**src/rtl/rx_fsm_pkg.sv**
```systemverilog
`default_nettype none
// ============================================================================
//  Module      : rx_fsm_pkg
//  Description : Chiplet flit/header types, widths and header helpers for rx_fsm.
//  Revision    : 1.0  initial release
// ============================================================================
package rx_fsm_pkg;

    localparam int PKT_ID_WIDTH     = 2;
    localparam int NODE_ID_WIDTH    = 4;
    localparam int PKT_LENGTH_WIDTH = 8;

    localparam logic [31:0] CRC_POLY = 32'h04C1_1DB7;
    localparam logic [31:0] CRC_INIT = 32'hFFFF_FFFF;

    typedef enum logic [3:0] {
        FMT_SWITCH_CFG = 4'h0,
        FMT_LONG_READ  = 4'h1,
        FMT_LONG_WRITE = 4'h2,
        FMT_MSG        = 4'h3
    } format_e;

    typedef struct packed {
        format_e     format;
        logic [6:0]  length;
        logic [20:0] addr;
    } long_hdr_t;

    typedef struct packed {
        logic                     vc;
        logic [PKT_ID_WIDTH-1:0]  id;
        logic [NODE_ID_WIDTH-1:0] req;
    } metadata_t;

    typedef struct packed {
        metadata_t   metadata;
        logic [31:0] payload;
    } flit_t;

    // Total flits including header: config = header + 1 word; reads carry only a CRC;
    // every other format carries `length` data words plus the CRC.
    function automatic logic [PKT_LENGTH_WIDTH-1:0] expected_num_flits(input logic [31:0] payload);
        long_hdr_t hdr;
        hdr = long_hdr_t'(payload);
        case (hdr.format)
            FMT_SWITCH_CFG: return PKT_LENGTH_WIDTH'(2);
            FMT_LONG_READ:  return PKT_LENGTH_WIDTH'(2);
            default:        return PKT_LENGTH_WIDTH'(hdr.length) + PKT_LENGTH_WIDTH'(2);
        endcase
    endfunction

    function automatic logic [31:0] crc32_word(input logic [31:0] crc, input logic [31:0] data);
        logic [31:0] c;
        logic        fb;
        c = crc;
        for (int i = 31; i >= 0; i--) begin
            fb = c[31] ^ data[i];
            c  = {c[30:0], 1'b0};
            if (fb) c = c ^ CRC_POLY;
        end
        return c;
    endfunction

endpackage
`default_nettype wire

```
**src/rtl/rx_fsm_if.sv**
```systemverilog
`default_nettype none
// ============================================================================
//  Module      : rx_fsm_if
//  Description : Write bus from the RX packet engine into endpoint RX memory.
//  Revision    : 1.0  initial release
// ============================================================================
interface rx_fsm_if;
    logic [31:0] addr;
    logic        wen;
    logic [31:0] wdata;
    logic [3:0]  strobe;
    logic        request_stall;

    modport master (output addr, wen, wdata, strobe, input  request_stall);
    modport slave  (input  addr, wen, wdata, strobe, output request_stall);
endinterface
`default_nettype wire

```
**src/rtl/rx_fsm_crc.sv**
```systemverilog
`default_nettype none
// ============================================================================
//  Module      : socetlib_crc
//  Description : Word-wide CRC-32 accumulator; clear and update may coincide.
//  Revision    : 1.0  initial release
// ============================================================================
module socetlib_crc
    import rx_fsm_pkg::*;
(
    input  logic        clk,
    input  logic        rst,
    input  logic        clear,
    input  logic        update,
    input  logic [31:0] data_in,
    output logic [31:0] crc_out,
    output logic        done
);

    logic [31:0] crc_q;
    logic        done_q;

    always_ff @(posedge clk) begin
        if (rst) begin
            crc_q  <= CRC_INIT;
            done_q <= 1'b0;
        end else begin
            done_q <= 1'b1;
            if (update) begin
                crc_q <= crc32_word(clear ? CRC_INIT : crc_q, data_in);
            end else if (clear) begin
                crc_q <= CRC_INIT;
            end
        end
    end

    assign crc_out = crc_q;
    assign done    = done_q;

endmodule
`default_nettype wire

```
**src/rtl/rx_fsm.sv**
```systemverilog
`default_nettype none
// ============================================================================
//  Module      : rx_fsm
//  Description : Receive packet engine: writes flits into RX slots, checks CRC.
//  Revision    : 1.0  initial release
// ============================================================================
module rx_fsm
    import rx_fsm_pkg::*;
#(
    parameter int          NUM_MSGS     = 4,
    parameter logic [31:0] RX_BASE_ADDR = 32'h2000,
    parameter int          SLOT_WORDS   = 128
) (
    input  logic                        clk,
    input  logic                        rst,
    input  logic                        flit_valid,
    input  flit_t                       flit,
    output logic                        flit_ready,
    input  logic [NUM_MSGS-1:0]         slot_free,
    rx_fsm_if.master                    rx_if,
    output logic                        pkt_done,
    output logic                        pkt_err,
    output logic [PKT_ID_WIDTH-1:0]     pkt_id,
    output logic [NODE_ID_WIDTH-1:0]    pkt_req,
    output logic [PKT_LENGTH_WIDTH-1:0] pkt_words
);

    typedef enum logic [1:0] {
        S_IDLE = 2'd0,
        S_DATA = 2'd1,
        S_DONE = 2'd2
    } state_e;

    localparam logic [31:0]                 SLOT_BYTES = 32'(SLOT_WORDS * 4);
    localparam logic [PKT_LENGTH_WIDTH-1:0] LEN_ONE    = PKT_LENGTH_WIDTH'(1);

    state_e                      state_q;
    logic [PKT_ID_WIDTH-1:0]     id_q;
    logic [NODE_ID_WIDTH-1:0]    req_q;
    format_e                     fmt_q;
    logic [PKT_LENGTH_WIDTH-1:0] rem_q, rem_d;
    logic [PKT_LENGTH_WIDTH-1:0] wcnt_q, wcnt_d;
    logic                        err_q, err_d;
    logic                        pkt_done_q, pkt_err_q;
    logic [PKT_ID_WIDTH-1:0]     pkt_id_q;
    logic [NODE_ID_WIDTH-1:0]    pkt_req_q;
    logic [PKT_LENGTH_WIDTH-1:0] pkt_words_q;

    long_hdr_t                   w_hdr;
    logic [PKT_LENGTH_WIDTH-1:0] w_hdr_rem;
    logic                        w_slot_free;
    logic                        w_crc_flit;
    logic                        w_wen;
    logic [31:0]                 w_addr;
    logic                        w_crc_clear, w_crc_update, w_crc_ready;
    logic [31:0]                 w_crc_out;
    logic                        w_unused_bits;

    function automatic logic [31:0] slot_base(input logic [PKT_ID_WIDTH-1:0] id);
        return RX_BASE_ADDR + 32'(id) * SLOT_BYTES;
    endfunction

    assign w_hdr         = long_hdr_t'(flit.payload);
    assign w_hdr_rem     = expected_num_flits(flit.payload) - LEN_ONE;
    assign w_slot_free   = (32'(flit.metadata.id) < 32'(NUM_MSGS)) && slot_free[flit.metadata.id];
    assign w_crc_flit    = (state_q == S_DATA) && (rem_q == LEN_ONE) && (fmt_q != FMT_SWITCH_CFG);
    assign w_unused_bits = ^{flit.metadata.vc, w_hdr.length, w_hdr.addr};

    // Handshake and write port are purely combinational so write and accept share a cycle.
    always_comb begin
        flit_ready   = 1'b0;
        w_wen        = 1'b0;
        w_addr       = RX_BASE_ADDR;
        w_crc_clear  = 1'b0;
        w_crc_update = 1'b0;
        if (!rst) begin
            case (state_q)
                S_IDLE: begin
                    w_crc_clear = 1'b1;
                    if (flit_valid) w_addr = slot_base(flit.metadata.id);
                    w_wen        = flit_valid && w_slot_free;
                    flit_ready   = w_wen && !rx_if.request_stall;
                    w_crc_update = flit_ready;
                end
                S_DATA: begin
                    w_addr = slot_base(id_q) + (32'(wcnt_q) << 2);
                    if (w_crc_flit) begin
                        flit_ready = flit_valid && w_crc_ready;
                    end else begin
                        w_wen        = flit_valid && w_crc_ready;
                        flit_ready   = w_wen && !rx_if.request_stall;
                        w_crc_update = flit_ready;
                    end
                end
                default: ;
            endcase
        end
    end

    assign rx_if.wen    = w_wen;
    assign rx_if.addr   = w_addr;
    assign rx_if.wdata  = w_wen ? flit.payload : 32'h0;
    assign rx_if.strobe = w_wen ? 4'hF : 4'h0;

    always_comb begin
        err_d  = err_q
               | (flit.metadata.id  != id_q)
               | (flit.metadata.req != req_q)
               | (w_crc_flit && (flit.payload != w_crc_out));
        wcnt_d = w_crc_flit ? wcnt_q : wcnt_q + LEN_ONE;
        rem_d  = rem_q - LEN_ONE;
    end

    always_ff @(posedge clk) begin
        if (rst) begin
            state_q     <= S_IDLE;
            id_q        <= '0;
            req_q       <= '0;
            fmt_q       <= FMT_SWITCH_CFG;
            rem_q       <= '0;
            wcnt_q      <= '0;
            err_q       <= 1'b0;
            pkt_done_q  <= 1'b0;
            pkt_err_q   <= 1'b0;
            pkt_id_q    <= '0;
            pkt_req_q   <= '0;
            pkt_words_q <= '0;
        end else begin
            pkt_done_q <= 1'b0;
            case (state_q)
                S_IDLE: begin
                    if (flit_ready) begin
                        id_q   <= flit.metadata.id;
                        req_q  <= flit.metadata.req;
                        fmt_q  <= w_hdr.format;
                        rem_q  <= w_hdr_rem;
                        wcnt_q <= LEN_ONE;
                        err_q  <= 1'b0;
                        if (w_hdr_rem == '0) begin
                            state_q     <= S_DONE;
                            pkt_done_q  <= 1'b1;
                            pkt_err_q   <= 1'b0;
                            pkt_id_q    <= flit.metadata.id;
                            pkt_req_q   <= flit.metadata.req;
                            pkt_words_q <= LEN_ONE;
                        end else begin
                            state_q <= S_DATA;
                        end
                    end
                end
                S_DATA: begin
                    if (flit_ready) begin
                        rem_q  <= rem_d;
                        wcnt_q <= wcnt_d;
                        err_q  <= err_d;
                        if (rem_d == '0) begin
                            state_q     <= S_DONE;
                            pkt_done_q  <= 1'b1;
                            pkt_err_q   <= err_d;
                            pkt_id_q    <= id_q;
                            pkt_req_q   <= req_q;
                            pkt_words_q <= wcnt_d;
                        end
                    end
                end
                S_DONE: begin
                    state_q   <= S_IDLE;
                    err_q     <= 1'b0;
                    pkt_err_q <= 1'b0;
                end
                default: state_q <= S_IDLE;
            endcase
        end
    end

    assign pkt_done  = pkt_done_q;
    assign pkt_err   = pkt_err_q;
    assign pkt_id    = pkt_id_q;
    assign pkt_req   = pkt_req_q;
    assign pkt_words = pkt_words_q;

    socetlib_crc RX_CRC (
        .clk     (clk),
        .rst     (rst),
        .clear   (w_crc_clear),
        .update  (w_crc_update),
        .data_in (flit.payload),
        .crc_out (w_crc_out),
        .done    (w_crc_ready)
    );

endmodule
`default_nettype wire

```
**src/flat_wrapper.sv**
```systemverilog
// flat-port wrapper written by rule: the top's interface ports become plain ports
module rx_fsm_flat import rx_fsm_pkg::*;
#(
    parameter int          NUM_MSGS     = 4,
    parameter logic [31:0] RX_BASE_ADDR = 32'h2000,
    parameter int          SLOT_WORDS   = 128
)
  (clk, rst, flit_valid, flit, flit_ready, slot_free, pkt_done, pkt_err, pkt_id, pkt_req, pkt_words, rx_if_addr, rx_if_wen, rx_if_wdata, rx_if_strobe, rx_if_request_stall);
  rx_fsm_if rx_if_i ();
  input  logic clk;
  input  logic rst;
  input  logic flit_valid;
  input  flit_t flit;
  output logic flit_ready;
  input  logic [NUM_MSGS-1:0] slot_free;
  output logic pkt_done;
  output logic pkt_err;
  output logic [PKT_ID_WIDTH-1:0] pkt_id;
  output logic [NODE_ID_WIDTH-1:0] pkt_req;
  output logic [PKT_LENGTH_WIDTH-1:0] pkt_words;
  output wire logic [$bits(rx_if_i.addr)-1:0] rx_if_addr;
  output wire logic [$bits(rx_if_i.wen)-1:0] rx_if_wen;
  output wire logic [$bits(rx_if_i.wdata)-1:0] rx_if_wdata;
  output wire logic [$bits(rx_if_i.strobe)-1:0] rx_if_strobe;
  input wire logic [$bits(rx_if_i.request_stall)-1:0] rx_if_request_stall;
  assign rx_if_addr = rx_if_i.addr;
  assign rx_if_wen = rx_if_i.wen;
  assign rx_if_wdata = rx_if_i.wdata;
  assign rx_if_strobe = rx_if_i.strobe;
  assign rx_if_i.request_stall = rx_if_request_stall;
  rx_fsm #(.NUM_MSGS(NUM_MSGS), .RX_BASE_ADDR(RX_BASE_ADDR), .SLOT_WORDS(SLOT_WORDS)) u_core (.clk(clk), .rst(rst), .flit_valid(flit_valid), .flit(flit), .flit_ready(flit_ready), .slot_free(slot_free), .rx_if(rx_if_i), .pkt_done(pkt_done), .pkt_err(pkt_err), .pkt_id(pkt_id), .pkt_req(pkt_req), .pkt_words(pkt_words));
endmodule
```
**config.mk**
```make
export PLATFORM = sky130hd
export DESIGN_NAME = rx_fsm_flat
export DESIGN_NICKNAME = d
export VERILOG_FILES = /design/src/rtl/rx_fsm_pkg.sv /design/src/rtl/rx_fsm_if.sv /design/src/rtl/rx_fsm_crc.sv /design/src/rtl/rx_fsm.sv /design/src/flat_wrapper.sv
export SDC_FILE = /design/constraint.sdc
export NUM_CORES = 1
export LEC_CHECK = 0
export CAP_MARGIN = 20
export CORE_MARGIN = 8
export CORE_UTILIZATION = 51
export CTS_CLUSTER_DIAMETER = 80
export DETAILED_ROUTE_END_ITERATION = 8
export GPL_ROUTABILITY_DRIVEN = 0
export PLACE_DENSITY = 0.79
export SETUP_SLACK_MARGIN = 0.05
export SLEW_MARGIN = 20
export SYNTH_ARGS = -nofsm -noshare
export SYNTH_HDL_FRONTEND = slang
export SYNTH_HIERARCHICAL = 1
export SYNTH_SLANG_ARGS = --single-unit
```
**constraint.sdc**
```tcl
create_clock -name clk -period 4.9 [get_ports clk]
set_clock_uncertainty 0.05 [all_clocks]
set_input_delay 0.98 -clock clk [delete_from_list [all_inputs] [get_ports clk]]
set_output_delay 0.98 -clock clk [all_outputs]
set_load 0.005 [all_outputs]
```
# ---- Yosys cells after proc, flatten, opt, wreduce, memory -nomap -nowiden
# Cells that the tools add are included.
dict set report totals {
  ff_bits 78
  mem_bits_ro 0
  input_bits 47
  elab_cells 278
  ram_bits 0
  latchBits 0
  out_inout_bits 86
  memories 0
}
dict set report op_classes {
  n_bitwise 67
  div_mod_pow 0
  reduce_logical 22
  eq_ne 11
  n_mul 0
  n_lt_le_gt_ge 1
  add_sub_neg 7
  shift 0
  mux 156
}
# op count
set op_table {}
lappend op_table {{32-bit two-way mux} 67}
lappend op_table {{27-bit two-way mux} 32}
lappend op_table {{14-bit inverter} 32}
lappend op_table {{8-bit two-way mux} 10}
lappend op_table {{32-bit one-hot mux with 2 select lines} 1}
lappend op_table {{8-bit one-hot mux with 2 select lines} 3}
lappend op_table {{32-bit by 10-bit adder with 32-bit output} 1}
lappend op_table {{32-bit inequality test} 1}
lappend op_table {{1-bit bitwise XOR} 32}
lappend op_table {{14-bit by 11-bit adder with 15-bit output (first input constant)} 2}
lappend op_table {{1-bit two-way mux} 20}
lappend op_table {{4-bit two-way mux} 5}
lappend op_table {{8-bit logical NOT} 2}
lappend op_table {{2-bit two-way mux} 8}
lappend op_table {{8-bit by 1-bit subtractor with 8-bit output (second input constant)} 2}
lappend op_table {{5-bit AND reduction} 2}
lappend op_table {{3-bit AND reduction} 3}
lappend op_table {{7-bit by 2-bit adder with 8-bit output (second input constant)} 1}
lappend op_table {{8-bit by 1-bit adder with 8-bit output (second input constant)} 1}
lappend op_table {{8-bit by 1-bit == test with 1-bit output (second input constant)} 1}
lappend op_table {{1-bit one-hot mux with 2 select lines} 4}
lappend op_table {{2-bit one-hot mux with 2 select lines} 2}
lappend op_table {{4-bit one-hot mux with 2 select lines} 1}
lappend op_table {{1-bit logical AND} 7}
lappend op_table {{other kinds (19)} 24}

# ---- Logic depth before layout (Yosys ltp)
# Gate-level depths: netlist (run 1).
dict set report logic_depth {
  depth_word 131
  mapped_depth 19
  depth_no_buf 14
}

# ---- Hierarchy
# The synthesis (run 1) kept the hierarchy.
# module cells_per_inst area_each_um2 n_inst
set by_module_without_submodules {}
lappend by_module_without_submodules {socetlib_crc 477 5142.4 1}
lappend by_module_without_submodules {rx_fsm 480 3753.6 1}

# ---- Worst setup path before layout (run 1)
# Ideal clock, no wire load.
dict set report synth_path {
  kind {in2reg}
  start {input rst}
  end {register u_core.RX_CRC.crc_q[11], in the netlist u_core/RX_CRC/crc_out[11]}
  path_slack_ns 0.033
  arrival_time_ns 4.684
  cell_stages 15
  path_buffers 3
  path_cell_list {clkbuf_1 > clkbuf_1 > nor2b_1 > buf_6 > nor2_4 > xnor2_4 > xnor3_2 > xnor2_4 > xnor2_4 > xnor3_2 > xnor2_4 > xor3_2 > xnor2_2 > xor2_1 > a21oi_1}
}
dict set report synth_via {
  elab_chain_cells 106
  elab_cells_between_ends 156
  classes_between {98 x mux; 58 x bitwise}
}
# element line_no
set synth_lines {}
lappend synth_lines {{start: declaration} flat_wrapper.sv:11} ;# input logic rst;
lappend synth_lines {{1-bit two-way mux *} rx_fsm.sv:76} ;# if (!rst) begin
lappend synth_lines {{net u_core.w_crc_clear} rx_fsm.sv:55} ;# logic w_crc_clear, w_crc_update, w_crc_ready;
lappend synth_lines {{32-bit two-way mux *} rx_fsm_crc.sv:29} ;# crc_q <= crc32_word(clear ? CRC_INIT : crc_q, data_in);
lappend synth_lines {{1-bit bitwise XOR / 14-bit inverter (equally long branches)} -}
lappend synth_lines {{27-bit two-way mux} rx_fsm_pkg.sv:59} ;# if (fb) c = c ^ CRC_POLY;
lappend synth_lines {{32-bit two-way mux} rx_fsm_crc.sv:28} ;# if (update) begin
lappend synth_lines {{32-bit two-way mux} rx_fsm_crc.sv:23} ;# if (rst) begin
lappend synth_lines {{27-bit two-way mux / 14-bit inverter (equally long branches)} -}
lappend synth_lines {{[... 91 more ...]} -}
lappend synth_lines {{32-bit two-way mux} rx_fsm_crc.sv:23}
lappend synth_lines {{14-bit inverter (no line) (tied with other cells)} -}
lappend synth_lines {{27-bit two-way mux / 32-bit two-way mux (equally long branches)} {rx_fsm_pkg.sv:59, rx_fsm_crc.sv:23}}
lappend synth_lines {{32-bit two-way mux} rx_fsm_crc.sv:28}
lappend synth_lines {{32-bit two-way mux} rx_fsm_crc.sv:23}
lappend synth_lines {{14-bit inverter (no line) / 1-bit bitwise XOR (equally long branches)} -}
lappend synth_lines {{27-bit two-way mux} rx_fsm_pkg.sv:59}
lappend synth_lines {{32-bit two-way mux *} rx_fsm_crc.sv:28}
lappend synth_lines {{end signal: assignment} rx_fsm_crc.sv:29}
lappend synth_lines {{end: declaration} rx_fsm_crc.sv:19} ;# logic [31:0] crc_q;
# Mark *: on every way through the listed nets, which the timed path passes. The rest lies on a longest branch. The select of a mux whose other input is x is not followed.
# A chain may end at the register's enable or synchronous reset.

# ---- Final worst setup path (run 1)
dict set report layout_path {
  start {input flit[31] (netlist bit)}
  end {register u_core.RX_CRC.crc_q[10], in the netlist u_core/RX_CRC/crc_out[10]}
}
dict set report layout_via {
  elab_chain_cells 104
  elab_cells_between_ends 140
  classes_between {95 x mux; 45 x bitwise}
}
# element line_no
set layout_lines {}
lappend layout_lines {{start: declaration} flat_wrapper.sv:13} ;# input flit_t flit;
lappend layout_lines {{1-bit bitwise XOR *} rx_fsm_pkg.sv:57} ;# fb = c[31] ^ data[i];
lappend layout_lines {{27-bit two-way mux *} rx_fsm_pkg.sv:59}
lappend layout_lines {{32-bit two-way mux *} rx_fsm_crc.sv:28}
lappend layout_lines {{32-bit two-way mux *} rx_fsm_crc.sv:23}
lappend layout_lines {{14-bit inverter (no line)} -}
lappend layout_lines {{27-bit two-way mux} rx_fsm_pkg.sv:59}
lappend layout_lines {{32-bit two-way mux *} rx_fsm_crc.sv:28}
lappend layout_lines {{32-bit two-way mux *} rx_fsm_crc.sv:23}
lappend layout_lines {{[... 88 more ...]} -}
lappend layout_lines {{32-bit two-way mux *} rx_fsm_crc.sv:28}
lappend layout_lines {{32-bit two-way mux *} rx_fsm_crc.sv:23}
lappend layout_lines {{27-bit two-way mux / 32-bit two-way mux (equally long branches)} {rx_fsm_pkg.sv:59, rx_fsm_crc.sv:23}}
lappend layout_lines {{32-bit two-way mux *} rx_fsm_crc.sv:28}
lappend layout_lines {{32-bit two-way mux *} rx_fsm_crc.sv:23}
lappend layout_lines {{14-bit inverter (no line) / 1-bit bitwise XOR (equally long branches)} -}
lappend layout_lines {{27-bit two-way mux *} rx_fsm_pkg.sv:59}
lappend layout_lines {{32-bit two-way mux *} rx_fsm_crc.sv:28}
# Mark *: on every way between the ends. The rest lies on a longest branch, timed or not. The select of a mux whose other input is x is not followed.

==> impl_metrics.ini, run 1 <==
[status]
status = finished, final reports clean

[logic_synthesis]
synth_area_sq_mm = 0.00890
ys_seq_elements = 78
synth_edf_count = 0
yosysSeqAreaShare_pct = 17.6
syn_avg_cell_area_sq_um = 9.30
synth.distinct_cells = 75
synth_top_area_share_pct = 20.3
synth_flop_cell = dfxtp_1
ys_async_sr_fraction_pct = 0
yosys_warnings = 6
post-synth-top-area-cell = xnor2_1
synth.area.top_cells = xnor2_1, dfxtp_1, xnor3_1
netlist_instances = 957

[layout]
fin_cells = 1326
multi_input_area_sq_mm = 0.00691
utilization_pct = 62.8
layout-drive-gt1-share_pct = 15.9
n_antenna_cell = 0
seqCellArea_sq_mm = 0.00156
nets = 1154
areaGrowthSynthToFinish_pct = 21.4
n_fill_cell = 1402

[critical_path]
end_kind = register
cp-start-kind = primary input
rr_worst_depth = 14
r2r_end = u_core/RX_CRC/crc_out[10]
cp_data_required_time_ns = 5.04
r2r_start = u_core/state_q[1]
crit_fanout = 8
regToRegSetupSlack_ns = 0.50
critPathKind = in2reg
critical_path.endpoint = u_core/RX_CRC/crc_out[10]
crit_path_start = flit[31]
worst_ep_arrival_time_ns = 4.83

[grt]
grt_max_degree = 62
grt-ovfl-total = 0
antenna_found_initial = 0
grt_use_total_pct = 23.3
grtUsageMet3_pct = 4.95
grt_util_met2_pct = 36.7
grt_util_met1_pct = 30.9
grt-busiest-layer = met2
first_global_vias = 7230
grt_pass1_wl_microns = 40000

[die]
io_pins = 133
die_w_microns = 148
core_sq_mm = 0.0172
die_y_microns = 148
die_area_sq_mm = 0.0219
initial_core_util_pct = 51.8
rows = 48

[detailed_routing]
wl_per_cell_microns = 19.3
drt-pass1-iter-count = 5
drtIter0Drc = 621
ant_nets = 0
drc = 0
routed_wirelength_microns = 25700
viasPerCell = 5.46
num_vias = 7239

[cts]
cts.sinks = 78
cts_root_buf = clkbuf_16
cts_buffers = 9
clk_latency_ns = 0.34
post_cts_buffers = 0
hold_buffers = 0
htreeDepth = 3
clk_pin_slew_worst_paths_ns = 0.06
cts.path.max_buffers = 2
cts_tree = done
cts_resized = 0

[timing]
fin_crit_ns = 4.69
worst_hold_slack_ns = 0.409
drv_slew = 0
rsz0062_at_grt = false
timing.final.crit_share_pct = 95.7
hold_viol_final = 0
fin_tns_setup_ns = 0
slew_headroom_pct = 39.7
worstMarginPinSlew_ns = 0.896
fmax_mhz = 213
setup_viol = 0

[place]
dp_hpwl_microns = 20300
placed_cells = 1310
port_buffers = 109

[worst_hold_path]
hp-class = reg2reg

[job]
cap_violations = 0
stage by stage:
stage	instance area [sq um]	worst slack [ns]
after floorplan	8970	0.118
after global placement	10500	-0.0440
after detailed placement	10500	-0.126
after CTS	10800	0.192
after global routing	10800	0.0686
final	10800	0.211
cells in the mapped netlist, types with 7 or more instances:
master	number
a211oi_1	7
a21o_1	8
a21oi_1	43
a22oi_1	7
and2_1	34
and3_1	11
buf_2	10
buf_4	33
clkbuf_1	29
dfxtp_1	78
ha_1	11
inv_1	10
mux2i_1	15
nand2_1	52
nand3_1	14
nand4_1	15
nor2_1	79
nor3_1	23
nor4_1	9
o21ai_0	14
or3_1	8
xnor2_1	206
xnor2_2	14
xnor2_4	14
xnor3_1	27
xnor3_2	9
xor2_1	65
cells in the final DEF (no fill, tap or decap), drive strengths merged, types with 5 or more instances in the layout:
cell type,count
xnor2,234
clkdlybuf4s50,108
nor2,83
buf,82
dfxtp,78
xor2,76
nand2,52
a21oi,43
xnor3,36
and2,34
nor3,23
conb,22
o21ai,17
nand4,15
mux2i,15
nand3,14
clkbuf,13
and3,11
ha,11
inv,10
nor4,10
or3,8
a21o,8
a22oi,7
a211oi,7
or2,6
o211ai,5
mux2,5
xor3,5
nor2b,5
logic make-up (layout without fill, tap and decap cells):
| group | after synthesis | after routing | synth area share (%) |
|---|---|---|---|
| AND/OR/NAND/NOR | 281 | 281 | 16.3 |
| multiplexers | 21 | 21 | 2.57 |
| flip-flops | 78 | 78 | 17.6 |
| buffers and inverters | 92 | 216 | 5.75 |
| adder cells (fa/ha/maj) | 11 | 11 | 1.55 |
| other | 2 | 22 | 0.0844 |
| AO/OA/AOI/OAI | 121 | 121 | 9.38 |
| XOR/XNOR | 351 | 351 | 46.8 |
layout make-up:
cell class	count	share of cell area, %
inverter	10	0.348
tap	225	2.61
clock inverter	3	0.185
timing repair buffer	190	16.0
sequential	78	14.5
clock buffer	13	2.32
multi-input combinational	807	64.0
state kept, by name, indices dropped and copies added, names as in the netlist:
| name | flops |
|---|---|
| u_core/pkt_words | 8 |
| u_core/RX_CRC/done | 1 |
| u_core/wcnt_q | 8 |
| u_core/fmt_q | 4 |
| u_core/pkt_err | 1 |
| u_core/err_q | 1 |
| u_core/pkt_id | 2 |
| u_core/pkt_done | 1 |
| u_core/rem_q | 8 |
| u_core/state_q | 2 |
| u_core/id_q | 2 |
| u_core/req_q | 4 |
| u_core/RX_CRC/crc_out | 32 |
| u_core/pkt_req | 4 |
routing by layer:
| metal | vias up | routed length [microns] | share of wire (%) |
|---|---|---|---|
| met2 | 317 | 11600 | 45 |
| met5 | - | 0 | 0 |
| met1 | 3425 | 11000 | 43 |
| met3 | 45 | 2250 | 8.8 |
| li1 | 3452 | - | - |
| met4 | 0 | 709 | 2.8 |
worst min-delay path by stage:
stage	endpoint	slack (ns)	start	cells after the start
after floorplan	u_core/fmt_q[3]	0.39	u_core/fmt_q[3]	2
after global placement	u_core/fmt_q[3]	0.40	u_core/fmt_q[3]	2
after detailed placement	u_core/fmt_q[0]	0.40	u_core/fmt_q[0]	2
after CTS	u_core/fmt_q[2]	0.41	u_core/fmt_q[2]	2
after global routing	u_core/fmt_q[0]	0.42	u_core/fmt_q[0]	2
final	u_core/fmt_q[2]	0.41	u_core/fmt_q[2]	2
critical path: stages:
cell	delay, ns
clkdlybuf4s50_1	0.56
buf_4	0.25
xnor2_1	0.30
xnor3_1	0.33
xnor3_1	0.24
xnor2_1	0.26
xnor3_1	0.52
xor2_4	0.32
xor2_4	0.19
xnor3_1	0.48
xnor2_1	0.27
a21oi_1	0.10
Power of run 1 is left out: the tool's default activity adds up to more than one toggle a clock period on the data nets, which glitch-free logic cannot reach.
==> run 2: changes to the inputs <==
Settings changed: CAP_MARGIN 20 to not set.
==> results of run 2 <==
The final DEF is identical to that of run 1; final timing and power are the same.
Power of run 2 is left out for the same reason.
